<file path="src/rtl/rf_pkg.sv">
// Shared register-file constants and the dump reader state encoding.
package rf_pkg;

  localparam int RF_ADDR_W   = 5;
  localparam int RF_DATA_W   = 32;
  localparam int RF_NUM_REGS = 32;

  typedef enum logic [1:0] {
    DR_IDLE,
    DR_LOAD,
    DR_SEND,
    DR_DONE
  } dump_state_t;

endpackage

</file>
<file path="src/rtl/regfile_dump_reader.sv">
// Walks the register file through one combinational read port and streams each
// (index, value) pair out on a valid/ready interface. Never writes the register file.
module regfile_dump_reader
  import rf_pkg::*;
#(
  parameter int NUM_REGS  = RF_NUM_REGS,
  parameter int ADDR_W    = RF_ADDR_W,
  parameter int DATA_W    = RF_DATA_W,
  parameter int SKIP_ZERO = 0
) (
  input  logic              clk,
  input  logic              reset,
  input  logic              start,
  input  logic              abort,
  output logic              busy,
  output logic              done,
  output logic [ADDR_W-1:0] rd_addr,
  input  logic [DATA_W-1:0] rd_data,
  output logic              out_valid,
  input  logic              out_ready,
  output logic [ADDR_W-1:0] out_index,
  output logic [DATA_W-1:0] out_data
);

  // x0 is hardwired to zero, so a SKIP_ZERO dump begins at index 1
  localparam logic [ADDR_W-1:0] FIRST = (SKIP_ZERO != 0) ? ADDR_W'(1) : '0;
  localparam logic [ADDR_W-1:0] LAST  = ADDR_W'(NUM_REGS - 1);

  dump_state_t       state;
  dump_state_t       state_next;
  logic [ADDR_W-1:0] idx;
  logic [ADDR_W-1:0] idx_inc;
  logic              handshake;

  assign idx_inc   = idx + ADDR_W'(1);
  assign handshake = (state == DR_SEND) && out_ready;

  // State register; abort is folded into the next-state logic
  always_ff @(posedge clk) begin
    if (reset) begin
      state <= DR_IDLE;
    end else begin
      state <= state_next;
    end
  end

  // Next-state logic: abort overrides everything, start only matters in IDLE
  always_comb begin
    state_next = state;
    if (abort) begin
      state_next = DR_IDLE;
    end else begin
      case (state)
        DR_IDLE: if (start) state_next = DR_LOAD;
        DR_LOAD: state_next = DR_SEND;
        DR_SEND: if (handshake && (idx == LAST)) state_next = DR_DONE;
        DR_DONE: state_next = DR_IDLE;
        default: state_next = DR_IDLE;
      endcase
    end
  end

  // Outputs decoded from state; in SEND the read port looks one register ahead
  // so the next word is ready to capture on the handshake edge
  always_comb begin
    busy      = (state != DR_IDLE);
    done      = (state == DR_DONE);
    out_valid = (state == DR_SEND);
    rd_addr   = (state == DR_SEND) ? idx_inc : idx;
  end

  // Walk index and captured word; the word is held until the sink accepts it
  always_ff @(posedge clk) begin
    if (reset) begin
      idx       <= '0;
      out_index <= '0;
      out_data  <= '0;
    end else if (!abort) begin
      case (state)
        DR_IDLE: begin
          if (start) idx <= FIRST;
        end
        DR_LOAD: begin
          out_data  <= rd_data;
          out_index <= idx;
        end
        DR_SEND: begin
          if (handshake && (idx != LAST)) begin
            idx       <= idx_inc;
            out_data  <= rd_data;
            out_index <= idx_inc;
          end
        end
        default: begin
        end
      endcase
    end
  end

endmodule
</file>
<file path="config.mk">
export PLATFORM = sky130hd
export DESIGN_NAME = regfile_dump_reader
export DESIGN_NICKNAME = d
export VERILOG_FILES = /design/src/rtl/rf_pkg.sv /design/src/rtl/regfile_dump_reader.sv
export SDC_FILE = /design/constraint.sdc
export NUM_CORES = 1
export LEC_CHECK = 0
export CORE_AREA = 8 8 80 82
export CTS_CLUSTER_SIZE = 40
export DETAILED_ROUTE_END_ITERATION = 6
export DIE_AREA = 0 0 88 90
export MAX_ROUTING_LAYER = met4
export PLACE_DENSITY = 0.73
export SYNTH_ARGS = -nofsm -noshare
export SYNTH_HDL_FRONTEND = slang
export SYNTH_SLANG_ARGS = --single-unit
export TNS_END_PERCENT = 30
</file>
<file path="constraint.sdc">
create_clock -name clk -period 1.9 [get_ports clk]
set_input_delay 0.19 -clock clk [delete_from_list [all_inputs] [get_ports clk]]
set_output_delay 0.19 -clock clk [all_outputs]
set_load 0.05 [all_outputs]
</file>
==> out/qor.txt, run 1 <==
# Max-Cap Violations -> 0
hpwl dp -> 3686 µm
die height -> 90 µm
Final Worst Setup Slack -> 0.06182 ns
Post-synth EDFFs -> 0
Mapped Cells -> 222
Power Density -> 640.0 nW/µm²
Mapped Nets -> 265
largest net degree at the start of global routing -> 37
run status -> finished clean
Yosys cell types -> 31
number of global-route vias before repair -> 1666
pre-CTS setup slack -> -0.03602 ns
setup TNS -> 0 ns
combinational share of power -> 21.0%
Clock Skew -> 0.002332 ns
Die ar. -> 7920 µm²
CTS tree -> built
Final Power -> 1957 µW
clk sinks -> 44
first-pass iteration count of the detailed router -> 4
crit start category -> register
synth top area cells -> dfxtp_1 (48%), nand2_1 (15%), a21oi_1 (9.6%)
Port Buffers -> 81
# H-tree levels -> 2
Hold Fails Final Rpt -> 0
total number of vias -> 1759
drt initial violations -> 49
layout cell share with drive strength beyond 1 -> 14.01%
grt ovf -> 0
Yosys reg bits -> 44
Int Pwr -> 1435 µW
fmax -> 544.0 MHz
Sw Ratio -> 26.69%
RD Place Congestion -> 0.7571
clk_lat worst skew -> 0.28 ns
Final min period -> 1.838 ns
Core Box Area -> 5236 µm²
Slew HR -> 64.94%
Hold Buf Count CTS -> 0
Slew @ Worst Pin -> 0.5243 ns
worst hold path type -> in -> reg
Leakage Power -> 0.001153 µW
Post-Route WL -> 5235 µm
Post-synth top flop -> dfxtp_1
Slew Limit Fails -> 0
Worst Path Required -> 2.11 ns
Mapped Area -> 1819 µm²
Worst Setup End Kind -> register
synthesized area per cell -> 8.195 µm²
post-synthesis sequential area ratio -> 48.42%
Rows -> 27
total CTS buffers -> 5
share of total power in the clock network -> 29.6%
peak supply drop -> 0.2963 mV
top post-synthesis cells by count -> nand2_1 (74), dfxtp_1 (44), a21oi_1 (35)
first-pass GRT wire length -> 7624 µm
Yosys top cell by area -> dfxtp_1
Synth warnings -> 0
Antenna diodes -> 0
Sequential Power Share -> 49.4%
nets@finish -> 356
drt wl/cell -> 13.56 µm
Max Root-Sink Buffers -> 2
initial antenna violation count -> 0
starting density of the core -> 34.74%
global-route usage over all layers -> 12.20%
Data arrival, critical path -> 2.04 ns
Die Wd -> 88 µm
# DRC -> 0
Critical Path Fanout Max -> 12
clk root buf -> clkbuf_8
Routed Antenna Nets -> 0
Vias per Instance -> 4.557
kind of critical path -> reg -> reg
most numerous cell in the Yosys netlist -> nand2_1
clk slew on worst S/H paths -> 0.08 ns
# setup viols final -> 0
Boundary Pins -> 82
asr flop ratio synth -> 0%
NetSw -> 522.3 µW
crit share post-route -> 96.75%
Layout area overhead -> 68.09%
post-route core utilization -> 58.40%
Synth top area share -> 48.42%
[layout by cell type, fill, tap and decap left out, drive strengths merged, types with 2 or more instances in the layout]
cell / synthesis / layout
a21oi: 35 / 35
nand2: 74 / 74
dfxtp: 44 / 44
nor2: 11 / 11
xnor2: 2 / 2
a211oi: 3 / 3
nor3: 3 / 3
nor2b: 2 / 2
clkbuf: 5 / 11
nand2b: 2 / 2
o21ai: 4 / 4
inv: 8 / 8
ha: 6 / 6
clkdlybuf4s50: 0 / 73
o22a: 2 / 2
mux2i: 3 / 3
buf: 9 / 21
[sequential cells by signal, summed over array words and instances (netlist names)]
register	count
state	2
idx	5
out_index	5
out_data	32
[kinds of logic after synthesis]
family	after synthesis	share of synthesized area [%]
xor gates and xnor gates	2	1.376
buffers and inverters	22	6.946
AOI/OAI and AO/OA	48	15.54
adders and majority gates	6	4.126
DFF	44	48.42
and+or+nand+nor	97	21.94
muxes	3	1.651
[power groups by stage]
stage	combinational, µW	clock, µW	sequential (µW)
after global placement	377	0	986
after CTS	384	608	966
after global routing	436	641	970
final	411	580	966
after floorplan	118	0	1080
after detailed placement	380	0	988
[through the flow]
stage | instance area, µm² | std cells | hold slack (ns)
finish | 3058 | 386 | 0.4520
global route | 3058 | 386 | 0.4436
CTS | 2915 | 379 | 0.4414
detailed placement | 2810 | 371 | 0.4457
global placement | 2810 | 371 | 0.4410
floorplan | 1841 | 222 | 0.2683
[per-layer routing]
metal | wire (µm) | global-route usage (%) | part of all wire (%) | up-vias
li1 | - | - | - | 901
met1 | 2261 | 13.46 | 43 | 795
met2 | 2537 | 20.15 | 48 | 56
met5 | 0 | - | 0 | -
met4 | 42 | 3.587 | 0.80 | 0
met3 | 394 | 4.004 | 7.5 | 7
[what timing repair did]
| action | in CTS | in global routing |
|---|---|---|
| gates resized for setup | 2 | 11 |
| setup endpoints to repair | 6 | 16 |
| pin swaps | 0 | 4 |
| gates cloned | 0 | 3 |
| buffers inserted | 0 | 4 |
| endpoints found under the hold margin | 0 | 0 |
[final cells by class]
type	count	area [µm²]
flip-flops and latches	44	880.8
repair buffers	98	1084
inverters	8	30.03
clock buffers	8	90.09
fillers	482	2178
well taps	72	90.09
multi-input cells	156	883.3
[worst paths after layout]
kind / from / to / slack [ns] / depth (start not counted)
worst max-delay path: idx[1] / out_data[28] / 0.06 / 9
worst min-delay path: rd_data[4] / out_data[4] / 0.45 / 3
worst max register to register: idx[1] / out_data[28] / 0.06 / 9
worst min register to register: out_data[12] / out_data[12] / 0.45 / 2
[worst max-delay path, cell delays in order (launching register included)]
cell and delay (ns):
dfxtp_1 0.34, ha_2 0.18, and3_1 0.18, ha_1 0.20, nand2b_4 0.19, a21boi_4 0.15, buf_4 0.16, clkbuf_16 0.16
nand2_1 0.06, a21oi_1 0.15
Note: power is estimated with default switching activity, not from simulation.
==> inputs of run 2 (changes only) <==
--- a/config.mk
+++ b/config.mk
@@ -5,12 +5,12 @@
 export SDC_FILE = /design/constraint.sdc
 export NUM_CORES = 1
 export LEC_CHECK = 0
-export CORE_AREA = 8 8 80 82
+export CORE_AREA = 8 8 83 78
 export CTS_CLUSTER_SIZE = 40
 export DETAILED_ROUTE_END_ITERATION = 6
-export DIE_AREA = 0 0 88 90
+export DIE_AREA = 0 0 91 86
 export MAX_ROUTING_LAYER = met4
-export PLACE_DENSITY = 0.73
+export PLACE_DENSITY = 0.74
 export SYNTH_ARGS = -nofsm -noshare
 export SYNTH_HDL_FRONTEND = slang
 export SYNTH_SLANG_ARGS = --single-unit
==> run 2 against run 1 <==
  * Power decreased by 2.8%
  * Via count increased by 0.80%
  * Core utilization decreased by 0.10 points
  * Non-clock buffer count decreased by 1
  * Register-to-register slack about the same
  * Die area decreased by 1.2%
==> out/qor.txt, run 2 (synthesis results as in run 1) <==
global-route usage over all layers -> 13.46% (+1.3 points)
drt wl/cell -> 13.84 µm (+2.0%)
clk slew on worst S/H paths -> 0.08 ns (about the same)
crit path from -> state[1]
Slew @ Worst Pin -> 0.5317 ns (+0.007429 ns)
most frequent cells in the layout -> nand2_1 (74), clkdlybuf4s50_1 (72), dfxtp_1 (42)
Layout area overhead -> 62.38%
Rows -> 25 (-7.4%)
Power Density -> 643.9 nW/µm² (+0.60%)
reg2reg path depth -> 7 (-2)
Clock Skew -> 0.007041 ns (+0.004709 ns)
Final Worst Setup Slack -> 0.07083 ns (+0.009011 ns)
grt ovf -> 0 (unchanged)
Top reg by flops -> out_data
total number of vias -> 1773 (+0.80%)
Die Wd -> 91 µm (+3.4%)
max reg flops -> 32 (unchanged)
most common cell after layout, fill and taps aside -> nand2_1
setup TNS -> 0 ns (unchanged)
Post-Place Cells -> 367 (-1.1%)
clk root buf -> clkbuf_8
peak supply drop -> 0.3378 mV (+14%)
Vias per Instance -> 4.678 (+2.7%)
layout cell share with drive strength beyond 1 -> 15.06% (+1.1 points)
fmax -> 546.7 MHz (+0.49%)
run status -> finished clean
Data arrival, critical path -> 2.04 ns (about the same)
# DRC -> 0 (unchanged)
crit start category -> register
# Max-Cap Violations -> 0 (unchanged)
Port Buffers -> 81 (unchanged)
first-pass iteration count of the detailed router -> 4 (unchanged)
pre-CTS setup slack -> -0.02658 ns (+0.009438 ns)
first-pass GRT wire length -> 8438 µm (+11%)
hpwl dp -> 3879 µm (+5.3%)
Routed Antenna Nets -> 0 (unchanged)
Hold Fails Final Rpt -> 0 (unchanged)
Worst Path Required -> 2.11 ns (about the same)
Antenna diodes -> 0 (unchanged)
clk sinks -> 44 (unchanged)
Post-Route WL -> 5245 µm (+0.19%)
nets@finish -> 355 (-0.28%)
Critical Path Fanout Max -> 7 (-5)
worst hold path type -> in -> reg
Max Root-Sink Buffers -> 2 (unchanged)
Slew Limit Fails -> 0 (unchanged)
starting density of the core -> 35.90% (+1.2 points)
CTS tree -> built
# H-tree levels -> 2 (unchanged)
# setup viols final -> 0 (unchanged)
crit share post-route -> 96.27% (-0.47 points)
Boundary Pins -> 82 (unchanged)
Worst Setup End Kind -> register
clk_lat worst skew -> 0.29 ns (about the same)
Leakage Power -> 0.001099 µW (-4.6%)
kind of critical path -> reg -> reg
Final min period -> 1.829 ns (-0.009011 ns)
number of global-route vias before repair -> 1768 (+6.1%)
Slew HR -> 64.44% (-0.50 points)
Hold Crit Start -> reset
hold depth -> 2 (-1)
drt initial violations -> 43 (-12%)
total CTS buffers -> 5 (unchanged)
RD Place Congestion -> 0.7914 (+4.5%)
Final Non-Filler Cells -> 379 (-1.8%)
Reg-to-Reg Start -> state[1]
Die ar. -> 7826 µm² (-1.2%)
die height -> 86 µm (-4.4%)
largest registers -> out_data x32, idx x5, out_index x5
Core Box Area -> 5067 µm² (-3.2%)
initial antenna violation count -> 0 (unchanged)
largest net degree at the start of global routing -> 25 (-32%)
-- run 2: final timing paths --
path              slack, ns           end
hold reg to reg        0.46  out_data[29]
setup reg to reg       0.07  out_index[0]
setup / recovery       0.07  out_index[0]
hold / removal         0.31        idx[0]
-- run 2: metal layers --
metal  GRT usage (%)  up-vias  share of wire [%]
met2           21.48       55                 48
met5               -        -                  0
met4           4.903        0                1.4
met3           3.839        9                5.5
met1           15.84      804                 45
li1                -      905                  -
-- run 2: layout make-up --
class / count / area, µm²
Clock inverter: 1 / 5.005
Multi-Input combinational cell: 156 / 878.3
Tap cell: 67 / 83.83
Inverter: 8 / 30.03
Fill cell: 489 / 2113
Sequential cell: 44 / 883.3
Clock buffer: 6 / 72.57
Timing Repair Buffer: 97 / 1001
-- run 2: metrics by stage --
step / utilization [%] / cell area [µm²] / power (µW) / hold WS [ns]
global route: 58.30 / 2954 / 1989 / 0.3199
CTS: 57.65 / 2922 / 1920 / 0.2932
floorplan: - / 1841 / 1199 / 0.2683
finish: 58.30 / 2954 / 1902 / 0.3119
global placement: 55.09 / 2791 / 1359 / 0.4416
detailed placement: 55.09 / 2791 / 1365 / 0.4491
-- run 2: power breakdown --
group | internal [µW] | switching (µW) | total, µW
registers | 951 | 14.9 | 966
logic | 168 | 220 | 388
clock network | 250 | 298 | 548
-- run 2: what timing repair did --
action | CTS | global route
hold endpoints to repair | 0 | 0
gates cloned | 0 | 1
endpoints found under the setup margin | 9 | 14
hold buffers | 0 | 0
resized for setup | 4 | 10
buffers inserted | 4 | 0
pin swaps | 2 | 1
-- run 2: worst max-delay path, stage by stage, from the launching register on --
cell      delay, ns
dfxtp_1        0.43
inv_1          0.07
ha_1           0.29
nor2b_1        0.22
a21boi_4       0.33
buf_6          0.17
nor2_1         0.05
a211oi_2       0.20
==> inputs of run 3 (changes only) <==
--- a/config.mk
+++ b/config.mk
@@ -5,12 +5,14 @@
 export SDC_FILE = /design/constraint.sdc
 export NUM_CORES = 1
 export LEC_CHECK = 0
-export CORE_AREA = 8 8 83 78
+export CELL_PAD_IN_SITES_DETAIL_PLACEMENT = 1
+export CELL_PAD_IN_SITES_GLOBAL_PLACEMENT = 1
+export CORE_AREA = 8 8 98 91
 export CTS_CLUSTER_SIZE = 40
 export DETAILED_ROUTE_END_ITERATION = 6
-export DIE_AREA = 0 0 91 86
+export DIE_AREA = 0 0 106 99
 export MAX_ROUTING_LAYER = met4
-export PLACE_DENSITY = 0.74
+export PLACE_DENSITY_LB_ADDON = 0.1
 export SYNTH_ARGS = -nofsm -noshare
 export SYNTH_HDL_FRONTEND = slang
 export SYNTH_SLANG_ARGS = --single-unit
==> run 3 against run 2 <==
  * Final cell count rose by 9.8%
  * Critical path depth rose by 2
  * Clock power rose by 39%
  * Sequential cell count did not move
  * Cell area rose by 7.5%
  * Sequential share of layout area fell by 2.0 points
  * Clock skew fell by 0.0036 ns
  * Clock-buffer cell count did not move
  * Via count rose by 2.9%
  * First-iteration DRC count rose by 26%
  * Setup slack improved by 0.015 ns
  * Critical path type unchanged
  * Critical endpoint is now out_data[1]
  * Largest cell class unchanged
==> out/qor.txt, run 3 (synthesis results as in run 1) <==
Clock Skew -> 0.003416 ns (-0.003625 ns)
CTS tree -> built
Routed Antenna Nets -> 0 (unchanged)
total CTS buffers -> 5 (unchanged)
RD Place Congestion -> 0.7490 (-5.4%)
total number of vias -> 1824 (+2.9%)
Int Pwr -> 1568 µW (+15%)
kind of critical path -> reg -> reg
layout cell share with drive strength beyond 1 -> 19.06% (+4.0 points)
Rows -> 30 (+20%)
# setup viols final -> 0 (unchanged)
fmax -> 551.1 MHz (+0.81%)
share of total power in the clock network -> 35.5% (+6.7 points)
grt ovf -> 0 (unchanged)
Final Power -> 2144 µW (+13%)
run status -> finished clean
max reg flops -> 32 (unchanged)
Worst Path Required -> 2.13 ns (+0.02 ns)
Vias per Instance -> 4.385 (-6.3%)
crit start category -> register
Cell Area, Placed -> 2843 µm² (+1.8%)
most frequent cells in the layout -> nand2_1 (72), clkdlybuf4s50_1 (72), dfxtp_1 (40)
Critical Path Fanout Max -> 8 (+1)
filler cell count -> 857 (+75%)
largest registers -> out_data x32, idx x5, out_index x5
Sequential Power Share -> 45.1% (-5.7 points)
Antenna diodes -> 0 (unchanged)
post-route core utilization -> 43.40% (-15 points)
Power Density -> 674.9 nW/µm² (+4.8%)
Top reg by flops -> out_data
Post-Route WL -> 6080 µm (+16%)
multi-input logic area -> 907.1 µm² (+3.3%)
crit share post-route -> 95.50% (-0.77 points)
combinational share of power -> 19.4% (-1.0 points)
number of global-route vias before repair -> 1926 (+8.9%)
clk_lat worst skew -> 0.29 ns (about the same)
Core Box Area -> 7320 µm² (+44%)
drt initial violations -> 54 (+26%)
drt wl/cell -> 14.62 µm (+5.6%)
Max Root-Sink Buffers -> 2 (unchanged)
Final Worst Setup Slack -> 0.08550 ns (+0.01467 ns)
Final min period -> 1.814 ns (-0.01467 ns)
WHS -> 0.2273 ns (-0.08468 ns)
Slew Limit Fails -> 0 (unchanged)
Data arrival, critical path -> 2.04 ns (about the same)
# DRC -> 0 (unchanged)
Worst Setup End Kind -> register
clk slew on worst S/H paths -> 0.08 ns (about the same)
initial antenna violation count -> 0 (unchanged)
Port Buffers -> 81 (unchanged)
first-pass iteration count of the detailed router -> 4 (unchanged)
Die Wd -> 106 µm (+16%)
NetSw -> 575.6 µW (+8.1%)
FF+latch area -> 885.9 µm² (+0.28%)
Hold Fails Final Rpt -> 0 (unchanged)
Slew HR -> 64.80% (+0.36 points)
Boundary Pins -> 82 (unchanged)
peak supply drop -> 0.2664 mV (-21%)
Final Instance Area -> 3177 µm² (+7.5%)
starting density of the core -> 24.85% (-11 points)
nets@finish -> 362 (+2.0%)
Sw Ratio -> 26.85% (-1.2 points)
pre-CTS setup slack -> -0.02108 ns (+0.005502 ns)
Hold Buf Count CTS -> 0 (unchanged)
Slew @ Worst Pin -> 0.5264 ns (-0.005339 ns)
global-route usage over all layers -> 11.77% (-1.7 points)
clk root buf -> clkbuf_8
largest net degree at the start of global routing -> 34 (+36%)
first-pass GRT wire length -> 9777 µm (+16%)
Die ar. -> 10490 µm² (+34%)
worst hold path type -> in -> reg
die height -> 99 µm (+15%)
# Max-Cap Violations -> 0 (unchanged)
hpwl dp -> 4348 µm (+12%)
clk sinks -> 44 (unchanged)
Leakage Power -> 0.001180 µW (+7.3%)
Layout area overhead -> 74.62%
# H-tree levels -> 2 (unchanged)
==> run 3: final cells by class <==
type / count / share of cell area, %
inverters: 8 / 0.9453
multi-input cells: 156 / 28.55
well taps: 96 / 3.781
clock inverters: 2 / 1.221
clock buffers: 6 / 2.599
flip-flops and latches: 44 / 27.88
repair buffers: 104 / 35.01
==> run 3: critical path, stage by stage (launching register included) <==
cell	delay [ns]
dfxtp_2	0.33
ha_2	0.18
and3_1	0.18
ha_1	0.19
nand2b_4	0.19
a21boi_4	0.21
buf_12	0.15
clkbuf_16	0.15
nand2_1	0.05
a21oi_1	0.11
==> run 3: worst paths after layout <==
kind,from,endpoint,slack (ns),cells past startpoint
worst max-delay path,idx[0],out_data[1],0.09,9
worst min-delay path,reset,idx[0],0.23,2
worst max register to register,idx[0],out_data[1],0.09,9
worst min register to register,out_data[8],out_data[8],0.46,2
==> run 3: layer usage <==
layer	track usage, %	wire (µm)	vias to the layer above
li1	-	-	917
met1	13.79	2836	850
met2	19.09	2858	53
met3	3.783	340	4
met4	2.919	45	0
met5	-	0	-
==> run 3: timing repair <==
action	4_1_cts	5_1_grt
setup endpoints to repair	20	31
resized for setup	6	17
pin swaps	2	2
setup buffers	1	7
gates cloned	0	2
endpoints found under the hold margin	0	0
==> run 3: stage by stage <==
stage	std cells	TNS, ns
finish	416	0
global route	416	-0.3915
CTS	407	0
detailed placement	398	-0.03438
global placement	398	0
floorplan	222	-0.1446
==> run 3: power groups by stage <==
stage,logic (µW),registers (µW),clock network [µW]
final,416,966,762
after global routing,449,970,847
after CTS,394,966,803
after detailed placement,387,988,0
after global placement,384,986,0
after floorplan,118,1080,0
